File: config.mk
export PLATFORM = sky130hd
export DESIGN_NAME = mpu_matrix_loader
export DESIGN_NICKNAME = d
export VERILOG_FILES = /design/src/rtl/mpu_matrix_loader_pkg.sv /design/src/rtl/mpu_elem_stage.sv /design/src/rtl/mpu_matrix_loader.sv
export SDC_FILE = /design/constraint.sdc
export NUM_CORES = 1
export LEC_CHECK = 0
export ABC_AREA = 1
export BUFFER_PORTS_ARGS = -buffer_cell sky130_fd_sc_hd__buf_2
export CAP_MARGIN = 25
export CORE_UTILIZATION = 50
export CTS_BUF_LIST = sky130_fd_sc_hd__clkbuf_2
export CTS_CLUSTER_SIZE = 28
export DETAILED_ROUTE_END_ITERATION = 16
export GPL_ROUTABILITY_DRIVEN = 0
export GPL_TIMING_DRIVEN = 0
export PLACE_DENSITY = 0.92
export SYNTH_ARGS = -nofsm -noshare
export SYNTH_HDL_FRONTEND = slang
export SYNTH_SLANG_ARGS = --single-unit
File: constraint.sdc
create_clock -name clk -period 1.9 [get_ports clk]
set_clock_uncertainty 0.1 [all_clocks]
set_input_delay 0.38 -clock clk [delete_from_list [all_inputs] [get_ports clk]]
set_output_delay 0.38 -clock clk [all_outputs]
set_load 0.005 [all_outputs]
File: src/rtl/mpu_matrix_loader_pkg.sv
// Shared definitions for the matrix load path: sizes, float element type,
// loader FSM states and the element-stage payload.
package mpu_matrix_loader_pkg;

    // Matrix geometry and register file addressing
    localparam int unsigned M               = 4;
    localparam int unsigned N               = 4;
    localparam int unsigned MBITS           = 2;
    localparam int unsigned NBITS           = 2;
    localparam int unsigned MATRIX_REG_BITS = 2;

    // IEEE-754 single precision element
    typedef struct packed {
        logic        sign;
        logic [7:0]  exponent;
        logic [22:0] mantissa;
    } float_sp;

    typedef enum logic [1:0] {
        LD_IDLE = 2'd0,
        LD_LOAD = 2'd1,
        LD_DONE = 2'd2
    } loader_state_t;

    // One element with its matrix coordinates
    typedef struct packed {
        float_sp          elem;
        logic [MBITS:0]   i;
        logic [NBITS:0]   j;
    } elem_entry_t;

endpackage

File: src/rtl/mpu_elem_stage.sv
// One-entry valid/ready register holding an element and its (i,j) location.
// Accepting and draining in the same cycle overwrites the entry, so the
// stage sustains one element per clock.
// Ports:
//   clk, rst        clock, synchronous active-low reset
//   in_valid        upstream offers in_data
//   in_data         element + coordinates
//   in_ready_c      stage can take in_data this cycle (combinational)
//   out_valid       entry holds data
//   out_data        held entry (stable while out_ready=0)
//   out_ready       downstream consumes the entry this cycle
module mpu_elem_stage
    import mpu_matrix_loader_pkg::*;
(
    input  logic        clk,
    input  logic        rst,
    input  logic        in_valid,
    input  elem_entry_t in_data,
    output logic        in_ready_c,
    output logic        out_valid,
    output elem_entry_t out_data,
    input  logic        out_ready
);

    assign in_ready_c = ~out_valid | out_ready;

    // Entry register: load wins over drain so a same-cycle retire+accept refills
    always_ff @(posedge clk) begin
        if (!rst) begin
            out_valid <= 1'b0;
            out_data  <= '0;
        end else if (in_valid && in_ready_c) begin
            out_valid <= 1'b1;
            out_data  <= in_data;
        end else if (out_ready) begin
            out_valid <= 1'b0;
        end
    end

endmodule

File: src/rtl/mpu_matrix_loader.sv
// Matrix load initiator: accepts one load command (destination register,
// MxN size), pulls row-major elements from a valid/ready memory stream and
// writes them one per cycle into the matrix register file load port.
// Ports:
//   clk, rst                  clock, synchronous active-low reset
//   ld_req_in/addr/m/n        load command (sampled in IDLE only)
//   ld_busy_out               command in progress
//   ld_done_out               one-cycle pulse after the last write retires
//   ld_error_out              one-cycle pulse when a command is rejected
//   mem_valid_in/element_in   memory element stream
//   mem_ready_out             element accepted this cycle when valid
//   reg_load_*                register file write port
//   load_ready_in             register file accepts the write this cycle
module mpu_matrix_loader
    import mpu_matrix_loader_pkg::*;
#(
    parameter int unsigned M_MAX = M,
    parameter int unsigned N_MAX = N
) (
    input  logic                       clk,
    input  logic                       rst,
    input  logic                       ld_req_in,
    input  logic [MATRIX_REG_BITS:0]   ld_req_addr_in,
    input  logic [MBITS:0]             ld_req_m_in,
    input  logic [NBITS:0]             ld_req_n_in,
    output logic                       ld_busy_out,
    output logic                       ld_done_out,
    output logic                       ld_error_out,
    input  logic                       mem_valid_in,
    input  float_sp                    mem_element_in,
    output logic                       mem_ready_out,
    output logic                       reg_load_en_out,
    output logic [MATRIX_REG_BITS:0]   reg_load_addr_out,
    output logic [MBITS:0]             reg_i_load_loc_out,
    output logic [NBITS:0]             reg_j_load_loc_out,
    output logic [MBITS:0]             reg_m_load_size_out,
    output logic [NBITS:0]             reg_n_load_size_out,
    output float_sp                    reg_load_element_out,
    input  logic                       load_ready_in
);

    localparam int unsigned MW = MBITS + 1;
    localparam int unsigned NW = NBITS + 1;

    loader_state_t state, next_state;

    logic          start_c;
    logic          error_c;
    logic          req_ok_c;
    logic          accept_c;
    logic [MBITS:0] ia;
    logic [NBITS:0] ja;
    logic          all_accepted;

    logic          stage_in_ready_c;
    logic          stage_valid;
    elem_entry_t   stage_in;
    elem_entry_t   stage_out;

    // Size check against the configured maxima
    assign req_ok_c = (ld_req_m_in != '0) && (ld_req_m_in <= MW'(M_MAX)) &&
                      (ld_req_n_in != '0) && (ld_req_n_in <= NW'(N_MAX));

    assign mem_ready_out = (state == LD_LOAD) & ~all_accepted & stage_in_ready_c;
    assign accept_c      = mem_valid_in & mem_ready_out;

    always_comb begin
        stage_in      = '0;
        stage_in.elem = mem_element_in;
        stage_in.i    = ia;
        stage_in.j    = ja;
    end

    // State register
    always_ff @(posedge clk) begin
        if (!rst) begin
            state <= LD_IDLE;
        end else begin
            state <= next_state;
        end
    end

    // Next-state decode; LOAD ends once everything is accepted and the stage drains
    always_comb begin
        next_state = state;
        start_c    = 1'b0;
        error_c    = 1'b0;
        case (state)
            LD_IDLE: begin
                if (ld_req_in) begin
                    if (req_ok_c) begin
                        start_c    = 1'b1;
                        next_state = LD_LOAD;
                    end else begin
                        error_c    = 1'b1;
                    end
                end
            end
            LD_LOAD: begin
                if (all_accepted && (!stage_valid || load_ready_in)) begin
                    next_state = LD_DONE;
                end
            end
            LD_DONE: begin
                next_state = LD_IDLE;
            end
            default: begin
                next_state = LD_IDLE;
            end
        endcase
    end

    // Status pulses, command latch and accept counters
    always_ff @(posedge clk) begin
        if (!rst) begin
            ld_busy_out         <= 1'b0;
            ld_done_out         <= 1'b0;
            ld_error_out        <= 1'b0;
            reg_load_addr_out   <= '0;
            reg_m_load_size_out <= '0;
            reg_n_load_size_out <= '0;
            ia                  <= '0;
            ja                  <= '0;
            all_accepted        <= 1'b0;
        end else begin
            ld_busy_out  <= (next_state == LD_LOAD);
            ld_done_out  <= (next_state == LD_DONE);
            ld_error_out <= error_c;
            if (start_c) begin
                reg_load_addr_out   <= ld_req_addr_in;
                reg_m_load_size_out <= ld_req_m_in;
                reg_n_load_size_out <= ld_req_n_in;
                ia                  <= '0;
                ja                  <= '0;
                all_accepted        <= 1'b0;
            end else if (accept_c) begin
                // Row-major walk; wrap uses the latched size minus one
                if (ja == reg_n_load_size_out - NW'(1)) begin
                    ja <= '0;
                    if (ia == reg_m_load_size_out - MW'(1)) begin
                        all_accepted <= 1'b1;
                    end else begin
                        ia <= ia + MW'(1);
                    end
                end else begin
                    ja <= ja + NW'(1);
                end
            end
        end
    end

    mpu_elem_stage u_stage (
        .clk        (clk),
        .rst        (rst),
        .in_valid   (accept_c),
        .in_data    (stage_in),
        .in_ready_c (stage_in_ready_c),
        .out_valid  (stage_valid),
        .out_data   (stage_out),
        .out_ready  (load_ready_in)
    );

    assign reg_load_en_out      = stage_valid;
    assign reg_i_load_loc_out   = stage_out.i;
    assign reg_j_load_loc_out   = stage_out.j;
    assign reg_load_element_out = stage_out.elem;

endmodule

==> Yosys cells after proc, flatten, opt, wreduce, memory -nomap -nowiden <==
Cells that the tools add are included.
{ "word_totals": {"elab_cells": 61, "regBits": 60, "input_bits": 46, "out_inout_bits": 52} }
{ "classes": {"n_reduce_logical": 15, "n_addsub": 4, "n_mux": 11, "order_cmp": 2, "n_eq_ne": 5, "bitwise_logic": 8} }
{ "ops": {"columns": ["operator", "count"], "rows": [
  ["3-bit AND reduction", 3],
  ["3-bit by 1-bit adder with 3-bit output (second input constant)", 2],
  ["3-bit == test", 2],
  ["3-bit less-or-equal comparator (second input constant)", 2],
  ["1-bit 2-to-1 mux", 6],
  ["2-bit 2-to-1 mux", 3],
  ["3-bit nonzero test", 2],
  ["3-bit by 1-bit subtractor with 3-bit output (second input constant)", 2],
  ["1-bit logical AND", 5],
  ["2-bit by 1-bit == test with 1-bit output (second input constant)", 2],
  ["1-bit NOT", 4],
  ["2-bit one-hot mux with 2 select lines", 1],
  ["1-bit AND", 3],
  ["3-bit 2-to-1 mux", 1],
  ["2-bit == test (second input constant)", 1],
  ["2-bit zero test", 1],
  ["2-bit nonzero test", 1],
  ["2-bit OR reduction", 1],
  ["1-bit zero test", 1],
  ["1-bit logical OR", 1],
  ["1-bit bitwise OR", 1]
]} }

==> Longest topological paths before layout <==
Gate-level depths: netlist of run 1.
{ "logic_depth": {"depth_word": 8, "depth_mapped": 11, "ltp_nobuf": 11} }

==> Modules after synthesis <==
From an unflattened synthesis of run 1, not the netlist that was laid out.
{ "hier_totals": {"hier_cells": 392, "hier_area_um2": 2951.6} }
{ "modules_own_cells": {"columns": ["mod", "cells_each", "area_each_um2", "instances", "seq_area_each_um2"], "rows": [
  ["mpu_elem_stage", 254, 1918.1, 1, 780.7],
  ["mpu_matrix_loader", 138, 1033.5, 1, 420.4]
]} }

==> Worst setup path after synthesis of run 1 <==
No wires, ideal clock.
{ "synth_path": {"path_kind": "flip-flop to flip-flop", "start": "register reg_n_load_size_out[0]", "end": "register ja[0]", "t_required_ps": 1680, "arrival_time_ps": 1324, "period_less_slack_ps": 1544, "setup_time_ps": 120, "slack_ps": 356, "stages_incl_launch_ff": 9, "n_path_buf": 0, "path_cell_list": "dfxtp_1 -> inv_1 -> ha_1 -> nand2_1 -> nand4_1 -> nor2_4 -> nor2_2 -> o21ai_0 -> nor2_1"} }
{ "synth_between": {"elab_chain_cells": 3} }
{ "synth_rtl": {"columns": ["item", "line_no", "rtl"], "rows": [
  ["start, declared", "mpu_matrix_loader.sv:37", "output logic [NBITS:0] reg_n_load_size_out,"],
  ["start signal, assigned", "mpu_matrix_loader.sv:132", "reg_n_load_size_out <= ld_req_n_in;"],
  ["3-bit by 1-bit subtractor with 3-bit output", "mpu_matrix_loader.sv:138", "if (ja == reg_n_load_size_out - NW'(1)) begin"],
  ["3-bit == test", "mpu_matrix_loader.sv:138", null],
  ["3-bit 2-to-1 mux", "mpu_matrix_loader.sv:138", null],
  ["end signal, assigned", "mpu_matrix_loader.sv:146", "ja <= ja + NW'(1);"],
  ["end, declared", "mpu_matrix_loader.sv:52", "logic [NBITS:0] ja;"]
]} }
Every way passes these cells.
A chain may end at the register's enable or synchronous reset.

==> Worst setup path in the final report of run 1 <==
{ "layout_path": {"start": "register u_stage.out_valid", "end": "output port mem_ready_out"} }
{ "layout_between": {"elab_chain_cells": 3} }
{ "layout_rtl": {"columns": ["item", "line_no", "rtl"], "rows": [
  ["start, declared", "mpu_elem_stage.sv:20", "output logic out_valid,"],
  ["start signal, assigned", "mpu_elem_stage.sv:30", "out_valid <= 1'b0;"],
  ["start signal, assigned", "mpu_elem_stage.sv:33", "out_valid <= 1'b1;"],
  ["start signal, assigned", "mpu_elem_stage.sv:36", "out_valid <= 1'b0;"],
  ["1-bit NOT", "mpu_elem_stage.sv:25", "assign in_ready_c = ~out_valid | out_ready;"],
  ["1-bit bitwise OR", "mpu_elem_stage.sv:25", null],
  ["1-bit AND", "mpu_matrix_loader.sv:64", "assign mem_ready_out = (state == LD_LOAD) & ~all_accepted & stage_in_ready_c;"],
  ["end, declared", "mpu_matrix_loader.sv:31", "output logic mem_ready_out,"]
]} }
Every way passes these cells.

==> flow_metrics.tcl, run 1 <==
set metrics [dict create \
    synth_fp_nets 360 \
    final_area_um2 3360 \
    timing.setup.tns_ns 0 \
    syn_to_final_growth_pct 38.7 \
    coreArea_um2 4500 \
    synth_cell_types 28 \
    crit_arrival_ns 1.36 \
    clock_path_buffers 2 \
    post-synth-top-area-cell "dfxtp_1" \
    path_cells "inv_2 > or2_4 > nand2_4 > inv_2 > buf_6" \
    portBuffers 97 \
    ys.warnings.count 0 \
    utilization_pct 74.7 \
    avgSynthCellArea_um2 7.82 \
    drt_iter0_markers 115 \
    track_usage_pct 29.2 \
    hold_depth 3 \
    cts_buffers 9 \
    worst_pin_slew_ns 0.481 \
    drt_pass1_iterations 5 \
    overflow 0 \
    viasPerCell 5.18 \
    synth_area_leaders "dfxtp_1 (50%), nor2_1 (11%), o21ai_0 (8.0%)" \
    die_height_um 71.6 \
    p_per_area_nw_per_um2 738 \
    clk_latency_ns 0.49 \
    grt_pass1_vias 2527 \
    run_status "completed" \
    power.total_w 0.00248 \
    grt_max_degree 11 \
    die-area_um2 5130 \
    start_kind "register" \
    relSlewSlack_pct 68.0 \
    ys_ff_latch 60 \
    grt_first_pass_wirelength_mm 11.5 \
    drv_slew 0 \
    cts-root-buf "clkbuf_2" \
    grt.busiest_layer "met2" \
    wl_per_cell_um 13.9 \
    initial_core_util_pct 53.8 \
    crit_top_cell "inv_2" \
    antenna_found_initial 0 \
    antenna_left 0 \
    num_rows 24 \
    grt_use_met3_pct 8.58 \
    via_count 2602 \
    drc 0 \
    synthCells 310 \
    use_met1_pct 32.6 \
    die_width_um 71.6 \
    rr_startpoint "reg_n_load_size_out[0]$_SDFFE_PN0P_" \
    min_from "mem_element_in[7]" \
    clkSinkCount 60 \
    critPathMaxFanout 2 \
    critical_path.endpoint_type "output port" \
    ctsHtreeMaxLevel 3 \
    fmax_ghz 0.543 \
    rsz0062_at_grt "yes" \
    dp_hpwl_mm 4.20 \
    p_leak_nw 1.71 \
    whs_ns 0.000598 \
    cp_slowest_stage_delay_ns 0.37 \
    hold_viol 0 \
    hp-class "primary input to register" \
    nets 495 \
    netlist.area_leader.share_pct 49.5 \
    rr_worst_depth 9 \
    min_to "u_stage.out_data[13]$_SDFFE_PN0P_" \
    reg2reg_slack_ns 0.19 \
    slowest_stage "dfxtp_2" \
    ioPinCount 98 \
    wirelength_mm 6.99 \
    clk_pin_slew_ns 0.19 \
    vdd_drop_max_uv 533 \
    fin_crit_ns 1.84 \
    n_antenna_cell 0 \
    yosysSeqAreaShare_pct 49.5 \
    drv_cap 0 \
    r2r_end "ja[0]$_SDFFE_PP0N_" \
    fin_crit_sh_pct 97.0 \
    netlist_area_um2 2420 \
    crit_type "register to output port" \
    drive_gt1_share_pct 30.2 \
    cts_tree "built" \
    placed_cell_area_um2 2980 \
    use_met2_pct 50.9 \
    finalSetupViolations 0 \
    crit_required_ns 1.42 \
]
[what timing repair did]
item                       4_1_cts  5_1_grt
hold buffers                    26        1
setup endpoints to repair        1        1
setup buffers                    0        0
hold endpoints to repair        26        1
pin swaps                        1        1
gates resized for setup          1        4
[placed cells by master, fill, tap and decap left out, drive strengths merged]
master	netlist	routed
a21oi	23	23
buf	13	110
bufinv	0	1
clkbuf	3	14
clkinv	0	3
clkinvlp	0	1
dfxtp	60	60
dlygate4sd3	0	27
ha	4	4
inv	26	26
nand2	41	41
nand3	12	12
nand3b	1	1
nand4	5	5
nor2	73	73
nor3b	1	1
nor4	2	2
o21ai	39	39
o21bai	1	1
or2	1	1
xnor2	3	3
xor2	2	2
[Yosys cell counts (all sizes together)]
library cell	n
clkbuf	3
xnor2	3
o21bai	1
nand3b	1
nor4	2
nand2	41
buf	13
ha	4
nor2	73
xor2	2
nand3	12
o21ai	39
a21oi	23
dfxtp	60
or2	1
nand4	5
inv	26
nor3b	1
[stage by stage]
| stage | cells | worst slack, ns |
|---|---|---|
| after floorplan | 310 | 0.356 |
| after global placement | 459 | 0.292 |
| after detailed placement | 459 | 0.242 |
| after CTS | 501 | 0.00211 |
| after global routing | 502 | -0.0238 |
| final | 502 | 0.0579 |
[how the worst max path moves through the flow]
stage               slack, ns  cells after the start                  to                           startpoint
floorplan                0.36                      8  ja[0]$_SDFFE_PP0N_  reg_n_load_size_out[0]$_SDFFE_PN0P_
global placement         0.29                      9  ja[0]$_SDFFE_PP0N_  reg_n_load_size_out[0]$_SDFFE_PN0P_
detailed placement       0.24                      9  ja[0]$_SDFFE_PP0N_  reg_n_load_size_out[0]$_SDFFE_PN0P_
CTS                     0.002                      5       mem_ready_out       u_stage.out_valid$_SDFFE_PN0P_
global route            -0.02                      5       mem_ready_out       u_stage.out_valid$_SDFFE_PN0P_
finish                   0.06                      5       mem_ready_out       u_stage.out_valid$_SDFFE_PN0P_
[cells by family (layout without fill, tap and decap cells)]
logic type                 after synthesis  after routing  share of synthesized area (%)
buffers and inverters                   42            182                           8.67
AOI/OAI and AO/OA                       63             63                           13.1
DFF                                     60             60                           49.5
xor gates and xnor gates                 5              5                           1.81
and+or+nand+nor                        136            136                           24.8
adders and majority gates                4              4                           2.06
[routing by layer]
layer  wire length [µm]  vias up
li1                   -     1269
met4                209        0
met3                555       20
met5                  0        -
met2               3460      135
met1               2770     1178
[area by class of cell]
class | instances | area [µm²]
plain buffers | 16 | 110
flip-flops and latches | 60 | 1200
clock buffers | 11 | 55.1
fillers | 324 | 1140
well taps | 52 | 65.1
repair buffers | 124 | 762
multi-input cells | 208 | 1020
clock inverters | 5 | 52.6
inverters | 26 | 100
[where the power goes]
| part | switching, W | internal [W] |
|---|---|---|
| Sequential | 0.0000303 | 0.00131 |
| Clock | 0.000481 | 0.000308 |
| Combinational | 0.000179 | 0.000170 |
| Total | 0.000690 | 0.00179 |
[sequential cells by signal (all words and copies together) (netlist names), 2 cells and up]
| register | flops |
|---|---|
| reg_load_addr_out | 3 |
| reg_n_load_size_out | 3 |
| ia | 3 |
| ja | 3 |
| state | 2 |
| reg_m_load_size_out | 3 |
| u_stage.out_data | 38 |
[critical path, delay by kind of cell (launching register included)]
kind | cells | cell delay [ns]
and+or+nand+nor | 2 | 0.33
DFF | 1 | 0.37
buffers and inverters | 3 | 0.17
Power figures use the tool's default switching activity.
==> run 2, diff against run 1 <==
--- a/config.mk
+++ b/config.mk
@@ -9,7 +9,7 @@
 export BUFFER_PORTS_ARGS = -buffer_cell sky130_fd_sc_hd__buf_2
 export CAP_MARGIN = 25
 export CORE_UTILIZATION = 50
-export CTS_BUF_LIST = sky130_fd_sc_hd__clkbuf_2
+export CTS_BUF_LIST = sky130_fd_sc_hd__clkbuf_8
 export CTS_CLUSTER_SIZE = 28
 export DETAILED_ROUTE_END_ITERATION = 16
 export GPL_ROUTABILITY_DRIVEN = 0
==> run 2 against run 1 <==
Count of clock-buffer cells in the layout is 2 lower. Maximum frequency is 8.6% higher. First-iteration DRC count is 19% lower. Final area is 6.1% lower. Sequential power hardly changed. Die area stayed put. Utilization is 4.5 points lower. Total power is 9.2% higher. Via count is 8.5% lower. Flip-flop and latch count stayed put. Worst setup slack better by 0.15 ns. Sequential share of layout area is 2.3 points higher. Highest routed layer unchanged.
==> flow_metrics.tcl, run 2 (synthesized netlist as in run 1, its figures left out) <==
set metrics [dict create \
    r2r_end "ja[0]$_SDFFE_PP0N_" \
    layout_common_cells "buf_2 (101), nor2_1 (69), dfxtp_1 (60)" \
    critPathCapture "mem_ready_out" \
    vdd_drop_max_uv 827 \
    p_per_area_nw_per_um2 857 \
    ctsResizeCount 0 \
    ctsHtreeMaxLevel 3 \
    critical_path.endpoint_type "output port" \
    largest_reg_flops 38 \
    die_height_um 71.6 \
    top_register "u_stage.out_data" \
    die-area_um2 5130 \
    viasPerCell 5.01 \
    rr_worst_depth 9 \
    min_from "mem_element_in[15]" \
    drt_iter0_markers 93 \
    coreArea_um2 4500 \
    grt_max_degree 11 \
    reg2reg_slack_ns 0.21 \
    ioPinCount 98 \
    cts_hold_buf 0 \
    nets 468 \
    track_usage_pct 24.7 \
    clk_latency_ns 0.34 \
    clock_path_buffers 2 \
    overflow 0 \
    layout_commonest_cell "buf_2" \
    crit_type "register to output port" \
    hold_depth 3 \
    hp-class "primary input to register" \
    drc 0 \
    clk_pin_slew_ns 0.07 \
    wirelength_mm 5.79 \
    n_antenna_cell 0 \
    antenna_left 0 \
    cts_tree "built" \
    worst_pin_slew_ns 0.467 \
    crit_start "u_stage.out_valid$_SDFFE_PN0P_" \
    clkSinkCount 60 \
    path_cells "inv_1 > or2_1 > nand2_4 > inv_1 > buf_2" \
    fin_crit_ns 1.70 \
    cp_slowest_stage_delay_ns 0.33 \
    run_status "completed" \
    fmax_ghz 0.590 \
    cts_buffers 9 \
    relSlewSlack_pct 68.9 \
    finalSetupViolations 0 \
    crit_top_cell "inv_1" \
    hold_viol 0 \
    critPathMaxFanout 2 \
    die_width_um 71.6 \
    syn_to_final_growth_pct 30.3 \
    drv_cap 0 \
    grt_pass1_vias 2320 \
    start_kind "register" \
    rr_startpoint "reg_n_load_size_out[0]$_SDFFE_PN0P_" \
    cts-root-buf "clkbuf_8" \
    layoutNonFillerInstCount 475 \
    cts_setup_buffers 0 \
    grt_first_pass_wirelength_mm 9.80 \
    num_rows 24 \
    rsz0062_at_grt "no" \
    crit_arrival_ns 1.22 \
    drive_gt1_share_pct 30.7 \
    antenna_found_initial 0 \
    crit_required_ns 1.42 \
    drv_slew 0 \
    post-place-cells 459 \
    fin_crit_sh_pct 89.2 \
    drt_pass1_iterations 4 \
    dp_hpwl_mm 4.20 \
    portBuffers 97 \
    timing.setup.tns_ns 0 \
    via_count 2380 \
    p_leak_nw 1.62 \
    initial_core_util_pct 53.8 \
    slowest_stage "dfxtp_1" \
    nFillCells 355 \
    wl_per_cell_um 12.2 \
]
run 2: cell count changes in the layout (fill, tap and decap cells not counted), sizes merged:
cell,delta
dlygate4sd3,-27
clkbuf,-2
inv,+2
run 2: cell type report:
class	instances	area, µm²	share of cell area [%]
Buffer	16	110	3.49
Clock buffer	9	124	3.92
Clock inverter	7	60.1	1.90
Inverter	26	100	3.17
Multi-Input combinational cell	208	1010	32.1
Sequential cell	60	1200	38.0
Tap cell	52	65.1	2.06
Timing Repair Buffer	97	485	15.4
run 2: metrics by stage:
step | setup slack [ns] | power [W] | cell area [µm²] | hold WS [ns] | util, %
2_1_floorplan | 0.356 | 0.00152 | 2420 | 0.356 | -
3_3_place_gp | 0.292 | 0.00165 | 2980 | 0.345 | 66.1
3_5_place_dp | 0.242 | 0.00166 | 2980 | 0.352 | 66.1
4_1_cts | 0.190 | 0.00272 | 3160 | 0.156 | 70.1
5_1_grt | 0.0749 | 0.00283 | 3160 | 0.159 | 70.1
6_report | 0.205 | 0.00271 | 3160 | 0.165 | 70.1
run 2: worst max-delay path: cells and delay by family (launching register included):
kind          cells  cell delay (ns)
flops             1             0.33
simple gates      2             0.35
buf+inv           3             0.19
run 2: worst min-delay path by stage:
stage,slack [ns],to
floorplan,0.36,reg_load_addr_out[0]$_SDFFE_PN0P_
global placement,0.35,reg_load_addr_out[0]$_SDFFE_PN0P_
detailed placement,0.35,reg_load_addr_out[2]$_SDFFE_PN0P_
CTS,0.16,u_stage.out_data[21]$_SDFFE_PN0P_
global route,0.16,u_stage.out_data[37]$_SDFFE_PN0P_
finish,0.16,u_stage.out_data[21]$_SDFFE_PN0P_
run 2: routing by layer:
metal | routed length (µm) | global-route usage, % | up-vias | part of all wire [%]
li1 | - | - | 1212 | -
met1 | 2480 | 28.1 | 1058 | 43
met2 | 2680 | 40.6 | 96 | 46
met3 | 471 | 10.3 | 14 | 8.1
met4 | 153 | 10.7 | 0 | 2.6
met5 | 0 | 0 | - | 0
run 2: report_power, final:
part,total [W],switching [W],internal (W)
Clock,0.00108,0.000488,0.000588
Sequential,0.00134,0.0000271,0.00131
Combinational,0.000294,0.000162,0.000132
Total,0.00271,0.000677,0.00203
==> run 3, diff against run 2 <==
==> constraint.sdc (replaced) <==
create_clock -name clk -period 1.74 [get_ports clk]
set_clock_uncertainty 0.1 [all_clocks]
set_input_delay 0.348 -clock clk [delete_from_list [all_inputs] [get_ports clk]]
set_output_delay 0.348 -clock clk [all_outputs]
set_load 0.005 [all_outputs]
==> run 3 against run 2 <==
Register-to-register slack worse by 0.11 ns. Critical endpoint unchanged. Critical path type unchanged. Sequential share of layout area is essentially flat. Sequential power increased by 9%. Utilization grew 0.17 points. First-iteration DRC count up 6.5%.
==> flow_metrics.tcl, run 3 (synthesized netlist as in run 1, its figures left out) <==
set metrics [dict create \
    cp_slowest_stage_delay_ns 0.33 \
    fin_crit_sh_pct 94.9 \
    m1WireLength_mm 2.53 \
    met2WireLength_mm 2.71 \
    syn_to_final_growth_pct 30.6 \
    slowest_stage "dfxtp_2" \
    initial_core_util_pct 53.8 \
    hold_depth 3 \
    fmax_ghz 0.606 \
    crit_family "simple AND/OR/NAND/NOR gates" \
    clk_latency_ns 0.34 \
    coreArea_um2 4500 \
    viasPerCell 5.01 \
    crit_buf_inv 3 \
    layout_common_cells "buf_2 (101), nor2_1 (69), dfxtp_1 (57)" \
    drive_gt1_share_pct 31.7 \
    crit_arrival_ns 1.20 \
    power.total_w 0.00296 \
    dp_slack_ns 0.0823 \
    fin_crit_ns 1.65 \
    clock_path_buffers 2 \
    wl_per_cell_um 12.3 \
    rr_worst_depth 10 \
    drt_pass1_iterations 4 \
    crit_type "register to output port" \
    nets 468 \
    path_cells "inv_1 > or2_1 > nand2_4 > inv_1 > buf_2" \
    fin_ws_ns 0.0894 \
    path_depth 5 \
    grt_max_degree 11 \
    critical_path.endpoint_type "output port" \
    cts_hold_buf 0 \
    clk_pin_slew_ns 0.07 \
    whs_ns 0.129 \
    vdd_drop_max_uv 907 \
    drt_iter0_markers 99 \
    grt_pass1_vias 2320 \
    hold_viol 0 \
    cts-root-buf "clkbuf_8" \
    drv_cap 0 \
    antenna_left 0 \
    grt_first_pass_wirelength_mm 9.80 \
    crit_top_cell "inv_1" \
    timing.setup.tns_ns 0 \
    cts_buffers 9 \
    drv_slew 0 \
    hp-class "primary input to register" \
    wirelength_mm 5.82 \
    clkSinkCount 60 \
    largest_reg_flops 38 \
    dr.max_layer_used "met4" \
    overflow 0 \
    track_usage_pct 24.7 \
    n_antenna_cell 0 \
    start_kind "register" \
    layout_commonest_cell "buf_2" \
    drc 0 \
    worst_pin_slew_ns 0.443 \
    rsz0062_at_grt "yes" \
    num_rows 24 \
    crit_required_ns 1.29 \
    p_leak_nw 1.63 \
    die_height_um 71.6 \
    finalSetupViolations 0 \
    critPathMaxFanout 2 \
    top_register "u_stage.out_data" \
    cts_setup_buffers 0 \
    p_per_area_nw_per_um2 935 \
    portBuffers 97 \
    via_count 2380 \
    antenna_found_initial 0 \
    ctsResizeCount 0 \
    dr_wl_met3_um 453 \
    die-area_um2 5130 \
    relSlewSlack_pct 70.5 \
    cts_tree "built" \
    ioPinCount 98 \
    ctsHtreeMaxLevel 3 \
    run_status "completed" \
    dp_hpwl_mm 4.20 \
    die_width_um 71.6 \
]
==> run 3: tightest hold or removal path, delay by kind of cell <==
family,cells,cell delay [ns]
buffers and inverters,1,0.07
and+or+nand+nor,2,0.11
==> run 3: routing by layer <==
layer	GRT usage [%]	up-vias
li1	-	1211
met1	28.1	1062
met2	40.6	95
met3	10.3	12
met4	10.7	0
met5	0	-
==> run 3: cell type report <==
type,instances,area (µm²)
buffer,16,110
fill,355,1340
sequential,60,1200
clock buffer,9,124
clock inverter,7,60.1
multi-input combinational,208,1020
timing repair buffer,97,485
inverter,26,100
tap,52,65.1
==> run 3: through the flow <==
step	instance area, µm²	util [%]	std cells
global placement	2980	66.1	459
global route	3170	70.3	475
floorplan	2420	-	310
finish	3170	70.3	475
CTS	3160	70.1	475
detailed placement	2980	66.1	459
==> run 3: power breakdown <==
part | total (W) | leakage, nW | switching (W) | internal, W
logic | 0.000321 | 1.04 | 0.000177 | 0.000144
registers | 0.00146 | 0.488 | 0.0000300 | 0.00143
clock network | 0.00118 | 0.101 | 0.000536 | 0.000642
==> run 3: worst paths after layout <==
path	start	to	slack, ns
hold reg to reg	reg_load_addr_out[2]$_SDFFE_PN0P_	reg_load_addr_out[2]$_SDFFE_PN0P_	0.36
setup reg to reg	reg_n_load_size_out[0]$_SDFFE_PN0P_	ja[0]$_SDFFE_PP0N_	0.10
hold / removal	mem_element_in[26]	u_stage.out_data[32]$_SDFFE_PN0P_	0.13
setup / recovery	u_stage.out_valid$_SDFFE_PN0P_	mem_ready_out	0.09
